[src/rtl/muldiv_pkg.sv]
// Shared definitions for the iterative RV32M/RV64M multiply/divide unit.
//   state_e        : FSM states of muldiv_unit
//   MUL..REMU      : Funct3 operation encodings
//   FUNCT7_MULDIV  : Funct7 value selecting the M extension
//   is_signed_a/b  : operand signedness per operation
package muldiv_pkg;

  typedef enum logic [1:0] {
    IDLE = 2'd0,
    CALC = 2'd1,
    DONE = 2'd2
  } state_e;

  localparam logic [2:0] MUL    = 3'b000;
  localparam logic [2:0] MULH   = 3'b001;
  localparam logic [2:0] MULHSU = 3'b010;
  localparam logic [2:0] MULHU  = 3'b011;
  localparam logic [2:0] DIV    = 3'b100;
  localparam logic [2:0] DIVU   = 3'b101;
  localparam logic [2:0] REM    = 3'b110;
  localparam logic [2:0] REMU   = 3'b111;

  localparam logic [6:0] FUNCT7_MULDIV = 7'b0000001;

  // MUL only keeps the low word, which is sign-agnostic, so it is treated as unsigned.
  function automatic logic is_signed_a(input logic [2:0] funct3);
    return (funct3 == MULH) || (funct3 == MULHSU) || (funct3 == DIV) || (funct3 == REM);
  endfunction

  function automatic logic is_signed_b(input logic [2:0] funct3);
    return (funct3 == MULH) || (funct3 == DIV) || (funct3 == REM);
  endfunction

endpackage

[src/rtl/muldiv_core.sv]
// One radix-2 iteration of the unsigned multiply/divide datapath (combinational).
//   is_div  : 1 = restoring divide step, 0 = shift-add multiply step
//   hi      : multiply: upper accumulator half; divide: partial remainder
//   lo      : multiply: lower accumulator / remaining multiplier bits;
//             divide: dividend bits shifting out, quotient bits shifting in
//   m       : multiplicand (multiply) or divisor (divide), magnitudes
//   hi_next : next hi
//   lo_next : next lo
module muldiv_core #(
  parameter int unsigned XLEN = 32
) (
  input  logic            is_div,
  input  logic [XLEN-1:0] hi,
  input  logic [XLEN-1:0] lo,
  input  logic [XLEN-1:0] m,
  output logic [XLEN-1:0] hi_next,
  output logic [XLEN-1:0] lo_next
);

  logic [XLEN:0] sum;
  logic [XLEN:0] shifted;
  logic [XLEN:0] diff;

  always_comb begin
    // Multiply: add multiplicand when the current multiplier bit is set, then shift the
    // whole {carry, hi, lo} right by one.
    sum     = {1'b0, hi} + {1'b0, m & {XLEN{lo[0]}}};
    // Divide: bring the next dividend bit into the remainder and trial-subtract.
    shifted = {hi, lo[XLEN-1]};
    diff    = shifted - {1'b0, m};

    if (is_div) begin
      // The remainder stays below the divisor, so its top bit is always zero and the
      // low XLEN bits of diff/shifted are exact.
      if (!diff[XLEN]) begin
        hi_next = diff[XLEN-1:0];
        lo_next = {lo[XLEN-2:0], 1'b1};
      end else begin
        hi_next = shifted[XLEN-1:0];
        lo_next = {lo[XLEN-2:0], 1'b0};
      end
    end else begin
      hi_next = sum[XLEN:1];
      lo_next = {sum[0], lo[XLEN-1:1]};
    end
  end

endmodule

[src/rtl/muldiv_unit.sv]
// Iterative M-extension execute unit: one radix-2 step per cycle on operand magnitudes,
// sign correction on the final step, valid/ready handshake on both sides.
//   clk, rst_n           : clock, asynchronous active-low reset
//   in_valid / in_ready  : request handshake (in_ready high only in IDLE)
//   Funct3, op_a, op_b   : operation and rs1/rs2 values
//   flush                : kill any in-flight operation, highest priority
//   out_valid / out_ready: result handshake
//   result               : rd value, held until taken
//   busy                 : high while an operation occupies the unit
module muldiv_unit
  import muldiv_pkg::*;
#(
  parameter int unsigned XLEN = 32
) (
  input  logic            clk,
  input  logic            rst_n,
  input  logic            in_valid,
  output logic            in_ready,
  input  logic [2:0]      Funct3,
  input  logic [XLEN-1:0] op_a,
  input  logic [XLEN-1:0] op_b,
  input  logic            flush,
  output logic            out_valid,
  input  logic            out_ready,
  output logic [XLEN-1:0] result,
  output logic            busy
);

  localparam int unsigned CNT_W = $clog2(XLEN) + 1;
  localparam logic [XLEN-1:0] MIN_INT = {1'b1, {(XLEN-1){1'b0}}};

  state_e            state_q, state_d;
  logic [CNT_W-1:0]  cnt_q, cnt_d;
  logic [2:0]        f3_q, f3_d;
  logic              sign_a_q, sign_a_d;
  logic              sign_b_q, sign_b_d;
  logic [XLEN-1:0]   m_q, m_d;       // multiplicand or divisor magnitude
  logic [XLEN-1:0]   hi_q, hi_d;
  logic [XLEN-1:0]   lo_q, lo_d;
  logic [XLEN-1:0]   result_q, result_d;

  logic [XLEN-1:0]   core_hi, core_lo;

  logic              in_sa, in_sb;
  logic [XLEN-1:0]   mag_a, mag_b;

  logic [2*XLEN-1:0] prod_raw, prod;
  logic [XLEN-1:0]   quot, rem, fin;

  muldiv_core #(
    .XLEN (XLEN)
  ) u_core (
    .is_div  (f3_q[2]),
    .hi      (hi_q),
    .lo      (lo_q),
    .m       (m_q),
    .hi_next (core_hi),
    .lo_next (core_lo)
  );

  // Operand magnitudes at accept time; |MIN_INT| is representable as unsigned.
  always_comb begin
    in_sa = is_signed_a(Funct3) & op_a[XLEN-1];
    in_sb = is_signed_b(Funct3) & op_b[XLEN-1];
    mag_a = in_sa ? -op_a : op_a;
    mag_b = in_sb ? -op_b : op_b;
  end

  // Sign correction and word selection applied to the last iteration's outputs.
  always_comb begin
    prod_raw = {core_hi, core_lo};
    prod     = (sign_a_q ^ sign_b_q) ? -prod_raw : prod_raw;
    quot     = (sign_a_q ^ sign_b_q) ? -core_lo : core_lo;
    rem      = sign_a_q ? -core_hi : core_hi;
    case (f3_q)
      MUL:                 fin = prod[XLEN-1:0];
      MULH, MULHSU, MULHU: fin = prod[2*XLEN-1:XLEN];
      DIV, DIVU:           fin = quot;
      default:             fin = rem;
    endcase
  end

  always_comb begin
    state_d  = state_q;
    cnt_d    = cnt_q;
    f3_d     = f3_q;
    sign_a_d = sign_a_q;
    sign_b_d = sign_b_q;
    m_d      = m_q;
    hi_d     = hi_q;
    lo_d     = lo_q;
    result_d = result_q;

    if (flush) begin
      state_d = IDLE;
    end else begin
      unique case (state_q)
        IDLE: begin
          if (in_valid) begin
            f3_d     = Funct3;
            sign_a_d = in_sa;
            sign_b_d = in_sb;
            cnt_d    = '0;
            hi_d     = '0;
            if (Funct3[2]) begin
              m_d  = mag_b;
              lo_d = mag_a;
            end else begin
              m_d  = mag_a;
              lo_d = mag_b;
            end

            if (Funct3[2] && (op_b == '0)) begin
              result_d = Funct3[1] ? op_a : '1;
              state_d  = DONE;
            end else if (((Funct3 == DIV) || (Funct3 == REM)) &&
                         (op_a == MIN_INT) && (op_b == '1)) begin
              result_d = Funct3[1] ? '0 : MIN_INT;
              state_d  = DONE;
            end else begin
              state_d = CALC;
            end
          end
        end

        CALC: begin
          hi_d  = core_hi;
          lo_d  = core_lo;
          cnt_d = cnt_q + 1'b1;
          if (cnt_q == CNT_W'(XLEN - 1)) begin
            result_d = fin;
            state_d  = DONE;
          end
        end

        DONE: begin
          if (out_ready) begin
            state_d = IDLE;
          end
        end

        default: state_d = IDLE;
      endcase
    end
  end

  always_ff @(posedge clk or negedge rst_n) begin
    if (!rst_n) begin
      state_q  <= IDLE;
      cnt_q    <= '0;
      f3_q     <= '0;
      sign_a_q <= 1'b0;
      sign_b_q <= 1'b0;
      m_q      <= '0;
      hi_q     <= '0;
      lo_q     <= '0;
      result_q <= '0;
    end else begin
      state_q  <= state_d;
      cnt_q    <= cnt_d;
      f3_q     <= f3_d;
      sign_a_q <= sign_a_d;
      sign_b_q <= sign_b_d;
      m_q      <= m_d;
      hi_q     <= hi_d;
      lo_q     <= lo_d;
      result_q <= result_d;
    end
  end

  assign in_ready  = (state_q == IDLE);
  assign out_valid = (state_q == DONE);
  assign busy      = (state_q != IDLE);
  assign result    = result_q;

endmodule

[config.mk]
export PLATFORM = sky130hd
export DESIGN_NAME = muldiv_unit
export DESIGN_NICKNAME = d
export VERILOG_FILES = /design/src/rtl/muldiv_pkg.sv /design/src/rtl/muldiv_core.sv /design/src/rtl/muldiv_unit.sv
export SDC_FILE = /design/constraint.sdc
export NUM_CORES = 1
export LEC_CHECK = 0
export ABC_CLOCK_PERIOD_IN_PS = 6350
export CAP_MARGIN = 20
export CELL_PAD_IN_SITES_DETAIL_PLACEMENT = 1
export CELL_PAD_IN_SITES_GLOBAL_PLACEMENT = 1
export CORE_MARGIN = 1.5
export CORE_UTILIZATION = 42
export DETAILED_ROUTE_END_ITERATION = 8
export DONT_BUFFER_PORTS = 1
export PLACE_DENSITY = 0.71
export SKIP_CTS_REPAIR_TIMING = 1
export SLEW_MARGIN = 10
export SYNTH_ARGS = -nofsm -noshare
export SYNTH_HDL_FRONTEND = slang
export SYNTH_SLANG_ARGS = --single-unit
[constraint.sdc]
create_clock -name clk -period 6.35 [get_ports clk]
set_clock_uncertainty 0.2 [all_clocks]
set_input_delay 0.9525 -clock clk [delete_from_list [all_inputs] [get_ports clk]]
set_output_delay 0.9525 -clock clk [all_outputs]
set_load 0.02 [all_outputs]
# Word level (Yosys, flattened, before mapping)
# Index checks and enable logic that the tools add are counted.
# op_classes
add_sub_neg,8
eq_ne,20
n_mux,32
bitwise_logic,5
reduce_logical,20
# ops
op,count
$mux W32,17
$pmux W32 S2,3
$neg A32 Y32,4
$pmux W32 S3,1
$eq A32 B32 Y1 const B,2
$mux W64,1
$neg A64 Y64,1
$add A32 B32 Y33,1
$sub A33 B32 Y33,1
$and A32 B32 Y32,1
$logic_not A32 Y1,1
$eq A3 B3 Y1 const B,4
$mux W2,6
$pmux W6 S2,1
$eq A3 B2 Y1 const B,3
$reduce_and A3 Y1,3
$add A6 B1 Y6 const B,1
$eq A3 B1 Y1 const B,2
$eq A6 B5 Y1 const B,1
$logic_or A1 B1 Y1,6
$mux W6,1
$ne A3 B2 Y1 const B,2
$pmux W2 S3,1
$reduce_and A5 Y1,1
15 further kinds,20
# word_totals
register_bits,141
input_bits,72
out_inout_bits,35

# Longest topological paths before layout
# Gate-level depths: netlist of run 1.
# logic_depth
depth_word,9
ltp_mapped,25
depth_no_buf,22

# By module
# A second synthesis of run 1 with hierarchy kept.
# hier_totals
hier_cells,2099
hier_area_um2,15582.4
# modules_own_cells
module,instances,cells_per_inst,area_per_inst_um2,seq_area_each_um2
muldiv_unit,1,1394,10809.1,3528.4
muldiv_core,1,705,4773.3,0.0

# Least setup slack after synthesis of run 1
# OpenSTA, ideal clock, no wires.
# synth_timing
kind,register -> register
from,register lo_q[31]
to,register result_q[18] (netlist: result[18])
arrival_ns,5.097
required_ns,6.021
slack_ns,0.924
stages_incl_launch_ff,26
period_less_slack_ns,5.426
path_cell_list,dfrtp_1 -> inv_1 -> ha_1 -> inv_1 -> fa_1 -> a211oi_1 -> o211ai_1 -> and3_1 -> o21a_1 -> a2111o_1 -> buf_2 -> nand2_1 -> buf_2 -> buf_2 -> nand2_1 -> a31oi_1 -> inv_1 -> ha_1 -> o21a_1 -> a32oi_1 -> clkbuf_1 -> nor4_1 -> a21oi_1 -> xor2_1 -> a221oi_1 -> o21ai_1
# synth_between
elab_chain_len,8
elab_cells_between_ends,14
classes_between,add/sub (4); mux (10)
# synth_lines
element,line,source
"start, declared",muldiv_unit.sv:39,"logic [XLEN-1:0] lo_q, lo_d;"
"start signal, assigned",muldiv_unit.sv:166,lo_q <= lo_d;
$sub A33 B32 Y33,muldiv_core.sv:30,"diff = shifted - {1'b0, m};"
$mux W1 / $mux W32 (equally long branches),muldiv_core.sv:35,if (!diff[XLEN]) begin
$mux W32,muldiv_core.sv:32,if (is_div) begin
"$neg A64 Y64, or another cell as far along",muldiv_unit.sv:72,prod = (sign_a_q ^ sign_b_q) ? -prod_raw : prod_raw;
"$mux W64, or another cell as far along",muldiv_unit.sv:72,
$pmux W32 S3 *,muldiv_unit.sv:75,case (f3_q)
$mux W32 *,muldiv_unit.sv:130,if (cnt_q == CNT_W'(XLEN - 1)) begin
$pmux W32 S2 *,muldiv_unit.sv:97,unique case (state_q)
"end signal, assigned",muldiv_unit.sv:167,result_q <= result_d;
"end, declared",muldiv_unit.sv:40,"logic [XLEN-1:0] result_q, result_d;"
# Mark *: on every way between the ends. The rest lies on a longest branch, timed or not. The select of a mux whose other input is x is not followed.
# A chain may end at the register's enable or synchronous reset.

# Worst setup path after layout of run 1
# layout_timing
from,register lo_q[31]
to,register result_q[31] (netlist: result[31])
# Same word-level chain as after synthesis.

==> results of run 1 <==
==> power breakdown <==
| part | internal, mW | switching [mW] | total (mW) |
|---|---|---|---|
| registers | 1.28 | 0.684 | 1.96 |
| logic | 3.14 | 6.24 | 9.37 |
| clock network | 0.613 | 0.468 | 1.08 |
| total | 5.03 | 7.39 | 12.4 |
==> kinds of logic (layout without fill, tap and decap cells) <==
family	after synthesis	count (layout)	share of synthesized area (%)
AO/OA/AOI/OAI	797	797	31.10
XOR/XNOR	182	182	10.01
adder cells (fa/ha/maj)	72	72	5.753
buffers and inverters	197	173	4.771
flip-flops	141	141	22.16
multiplexers	49	49	3.112
AND/OR/NAND/NOR	779	779	23.08
==> per-stage QoR <==
step	util, %	hold WS, ns
floorplan	-	0.2639
global placement	44.31	0.2824
detailed placement	44.40	0.2929
CTS	46.01	-0.03094
global route	46.16	0.1518
finish	46.16	0.1455
==> sequential cells by signal, indices dropped and copies added (netlist names) <==
name / flops
cnt_q: 6
sign_b_q: 1
sign_a_q: 1
state_q: 2
hi_q: 32
m_q: 32
f3_q: 3
result: 32
lo_q: 32
==> per-layer routing <==
layer	up-vias	part of all wire, %
li1	7997	-
met1	8622	41
met2	701	45
met3	189	7.4
met4	2	6.5
met5	-	0.025
==> layout make-up <==
type	count	area (µm²)	area share (%)
multi-input cells	1879	11670	67.44
flip-flops and latches	141	3532	20.41
well taps	511	639.4	3.695
repair buffers	72	600.6	3.471
clock buffers	20	466.7	2.697
inverters	69	259.0	1.497
clock inverters	12	136.4	0.7881
==> worst min-delay path by stage <==
stage,end
floorplan,m_q[10]
global placement,cnt_q[1]
detailed placement,cnt_q[1]
CTS,result[31]
global route,hi_q[12]
finish,hi_q[12]
==> worst max-delay path: stages (launching register included) <==
cell,delay [ns]
dfrtp_1,0.42
inv_1,0.07
ha_1,0.16
inv_1,0.05
fa_1,0.42
a211oi_1,0.27
o211ai_1,0.15
and3_1,0.27
o21a_1,0.27
a2111o_1,0.72
buf_4,0.30
a211oi_1,0.31
nor2_1,0.11
a2111o_1,0.63
nor4b_4,0.63
nand3_2,0.20
o41ai_2,0.40
xor2_1,0.19
a22oi_1,0.09
==> cell usage in the layout (no fill, tap or decap), types with 12 or more instances in the layout <==
cell,n
inv_1,67
and3_1,18
nor2_1,228
mux2i_1,45
a31oi_1,50
ha_1,70
clkbuf_16,17
nand3_1,33
nand2_1,265
a211oi_1,29
a21oi_1,213
o221ai_1,13
nor4_1,23
and2_1,51
buf_4,69
o21ai_0,264
a21o_1,16
nor3_1,38
xnor2_1,79
nand2b_1,18
xor2_1,102
nand4_1,26
or3_1,13
nor2b_1,19
o211ai_1,32
o21a_1,12
a22o_1,15
dfrtp_1,140
o31ai_1,24
==> run metrics, run 1 <==
status complete, no violations; Worst Setup EP result[31]; asr flop ratio synth 100.0%; DR vias/cell 6.476; DRC 0; clk_lat worst skew 0.46 ns; full die area 0.03908 mm²; first-pass GRT wire length 112,200 µm; CP Launch Type flop; DP Worst Slack 0.5166 ns; unrepaired setup endpoints after global routing no; Slew Viols, Final 0; Post-Synthesis Mean Instance Area 7.180 µm²; Port Buffer Count 0; Fmax 166.5 MHz; top cells by area, synth dfrtp_1, o21ai_0, a21oi_1, nand2_1, xor2_1; Clock Tree Buf Depth 2; Ant. Diodes 0; Crit Reg-Reg Startpoint lo_q[31]; Post-synth EDFFs 0; nets 2,324; wirelength, routed 74,870 µm; flops & latches, synth 141; clk slew on worst S/H paths 0.07 ns; critical path class reg -> reg; Top Usage Layer GRT met2; Yosys cell types 90; worst setup margin 0.3436 ns; initial antenna violation count 3; fill count 4,812; Final ANT Viol Nets 0; Peak supply drop 0.2676 mV; Setup Viol. Count Final 0; Die X 197.7 µm; chip height 197.7 µm; Lkg Pwr 6.957 nW; Syn Nets 2,361; critical path required time 6.49 ns; RR Endpoint result[31]; Initial Util 42.46%; Non-Filler Instances 2,704; clk root buf clkbuf_16; post-layout min period 6.006 ns; drt first pass iters 5; max cap viols 0; vias in the first global route 17,672; DR WL/cell 27.69 µm; met1 GRT Util 48.68%; most frequent cells after synthesis nand2_1, o21ai_0, nor2_1; r2r worst-path depth 18; met2 usage 60.41%; total negative slack 0 ns; Sink Count 141; dpl hpwl 59,240 µm; cts bufs inserted 17; Worst EP arrival 6.14 ns; Netlist Area Pre-Place 0.01592 mm²; CTS tree built; share of Yosys cell area claimed by the top area cell type 22.16%; Layout area overhead 8.701%; routed via count 17,511; nature of the critical path endpoint flop; sequential fraction of the synthesis area 22.16%; Primary FF master, synth dfrtp_1; Post-DP Area 0.01665 mm²; total power draw 12.42 mW; GRT Total Usage 38.55%; reg2reg setup slack 0.34 ns; path type of the worst min-delay path in -> async; Synth area leader dfrtp_1; Syn Inst Count 2,217; headroom to the max-slew limit 20.64%; Slew @ Worst Pin 1.178 ns; core area 0.03749 mm²; design area 0.01730 mm²; FP Rows 71; # IOs 107; largest net degree at the start of global routing 142; Yosys Warn Count 0; post-placement cell count 2,670; worst setup path start lo_q[31]; H-Tree Depth 4; GR Overflow Total 0; met3 usage 8.042%; initial DRC count 1,471; gpl congestion 0.9742; CP max FO 18; fraction of final layout cells sized beyond drive strength 1 6.612%; Cell Pwr Density 717.6 mW/mm²; period utilisation layout 94.59%; endpoints failing hold 0
Note: power is estimated with default switching activity, not from simulation.
==> inputs of run 2 (changes only) <==
--- a/config.mk
+++ b/config.mk
@@ -13,6 +13,8 @@
 export CORE_UTILIZATION = 42
 export DETAILED_ROUTE_END_ITERATION = 8
 export DONT_BUFFER_PORTS = 1
+export GPL_TIMING_DRIVEN = 0
+export HOLD_SLACK_MARGIN = 0.05
 export PLACE_DENSITY = 0.71
 export SKIP_CTS_REPAIR_TIMING = 1
 export SLEW_MARGIN = 10
==> run metrics, run 2 (synthesis results as in run 1) <==
Final ANT Viol Nets 0; Sink Count 141; H-Tree Depth 4; initial antenna violation count 4; Die X 197.7 µm; # IOs 107; fill count 4,872; clk root buf clkbuf_16; GR Overflow Total 0; routed via count 18,339; Crit Reg-Reg Startpoint lo_q[31]; DR vias/cell 6.606; status complete, no violations; path type of the worst min-delay path in -> async; DRC 0; post-layout min period 6.333 ns; unrepaired setup endpoints after global routing yes; gpl congestion 0.9869; hold slack 0.2780 ns; CP max FO 7; r2r worst-path depth 18; commonest non-fill, non-tap cells in the layout nand2_1, o21ai_0, nor2_1; endpoints failing hold 0; GRT Total Usage 41.39%; critical path class reg -> reg; first-pass GRT wire length 117,900 µm; max cap viols 0; period utilisation layout 99.73%; cts bufs inserted 17; total negative slack 0 ns; Slew Viols, Final 0; drt first pass iters 5; dpl hpwl 65,970 µm; full die area 0.03908 mm²; fraction of final layout cells sized beyond drive strength 1 5.303%; Worst EP arrival 6.46 ns; nets 2,394; clk_lat worst skew 0.48 ns; nature of the critical path endpoint flop; reg2reg setup slack 0.02 ns; Setup Viol. Count Final 0; Util after Layout 46.49%; CP Launch Type flop; Clock Tree Buf Depth 2; wirelength, routed 80,670 µm; vias in the first global route 18,209; worst setup path start lo_q[31]; Port Buffer Count 0; Layout area overhead 9.471%; CTS tree built; critical path required time 6.48 ns; Initial Util 42.46%; FP Rows 71; RR Endpoint result[25]; commonest non-fill, non-tap cell in the layout nand2_1; initial DRC count 1,556; core area 0.03749 mm²; Slew @ Worst Pin 1.185 ns; clk slew on worst S/H paths 0.07 ns; headroom to the max-slew limit 20.99%; largest net degree at the start of global routing 142; DR WL/cell 29.06 µm; Fmax 157.9 MHz; chip height 197.7 µm
run 2: worst max-delay path by stage:
stage | end | slack [ns] | cells after the start
after detailed placement | result[22] | -1.28 | 23
after global placement | result[22] | -1.21 | 25
after CTS | result[22] | -1.34 | 23
after floorplan | result[18] | 0.92 | 25
final | result[25] | 0.02 | 18
after global routing | result[22] | -0.1 | 21
run 2: layout make-up:
type	instances	area, µm²	area share, %
multi-input combinational	1879	11760	67.48
inverter	69	259.0	1.486
tap	511	639.4	3.669
buffer	127	529.3	3.037
sequential	141	3530	20.25
clock inverter	12	107.6	0.6175
timing repair buffer	15	130.1	0.7467
antenna	2	5.005	0.02872
clock buffer	20	466.7	2.678
run 2: through the flow:
| step | instance area, µm² | worst slack [ns] | std cells |
|---|---|---|---|
| floorplan | 15920 | 0.9242 | 2217 |
| global placement | 16560 | -1.208 | 2728 |
| detailed placement | 16560 | -1.282 | 2728 |
| CTS | 17130 | -1.336 | 2760 |
| global route | 17420 | -0.09820 | 2774 |
| finish | 17430 | 0.01731 | 2776 |
run 2: worst max-delay path, stage by stage, from the launching register on:
cell and delay, ns:
dfrtp_2 0.47, inv_1 0.08, ha_1 0.16, inv_1 0.06, fa_1 0.44, a211oi_2 0.25, o211ai_1 0.11, and3_2 0.28
o21a_2 0.28, a2111oi_4 0.64, buf_4 0.25, nor4_1 0.07, a311oi_1 0.91, nand4_2 0.40, and4bb_2 0.49, a31oi_1 0.12
xnor2_1 0.17, a221oi_1 0.63, o21ai_0 0.15
run 2: metal layers:
layer / part of all wire (%) / wire length (µm) / track usage, %
met2: 45 / 36470 / 65.92
met1: 41 / 33040 / 51.03
met4: 6.7 / 5385 / 25.61
met3: 7.1 / 5747 / 8.793
met5: 0.032 / 26 / 0
Power of run 2 is not shown: default switching activity piles up to over one toggle a cycle in this logic, so the estimate is an artifact.
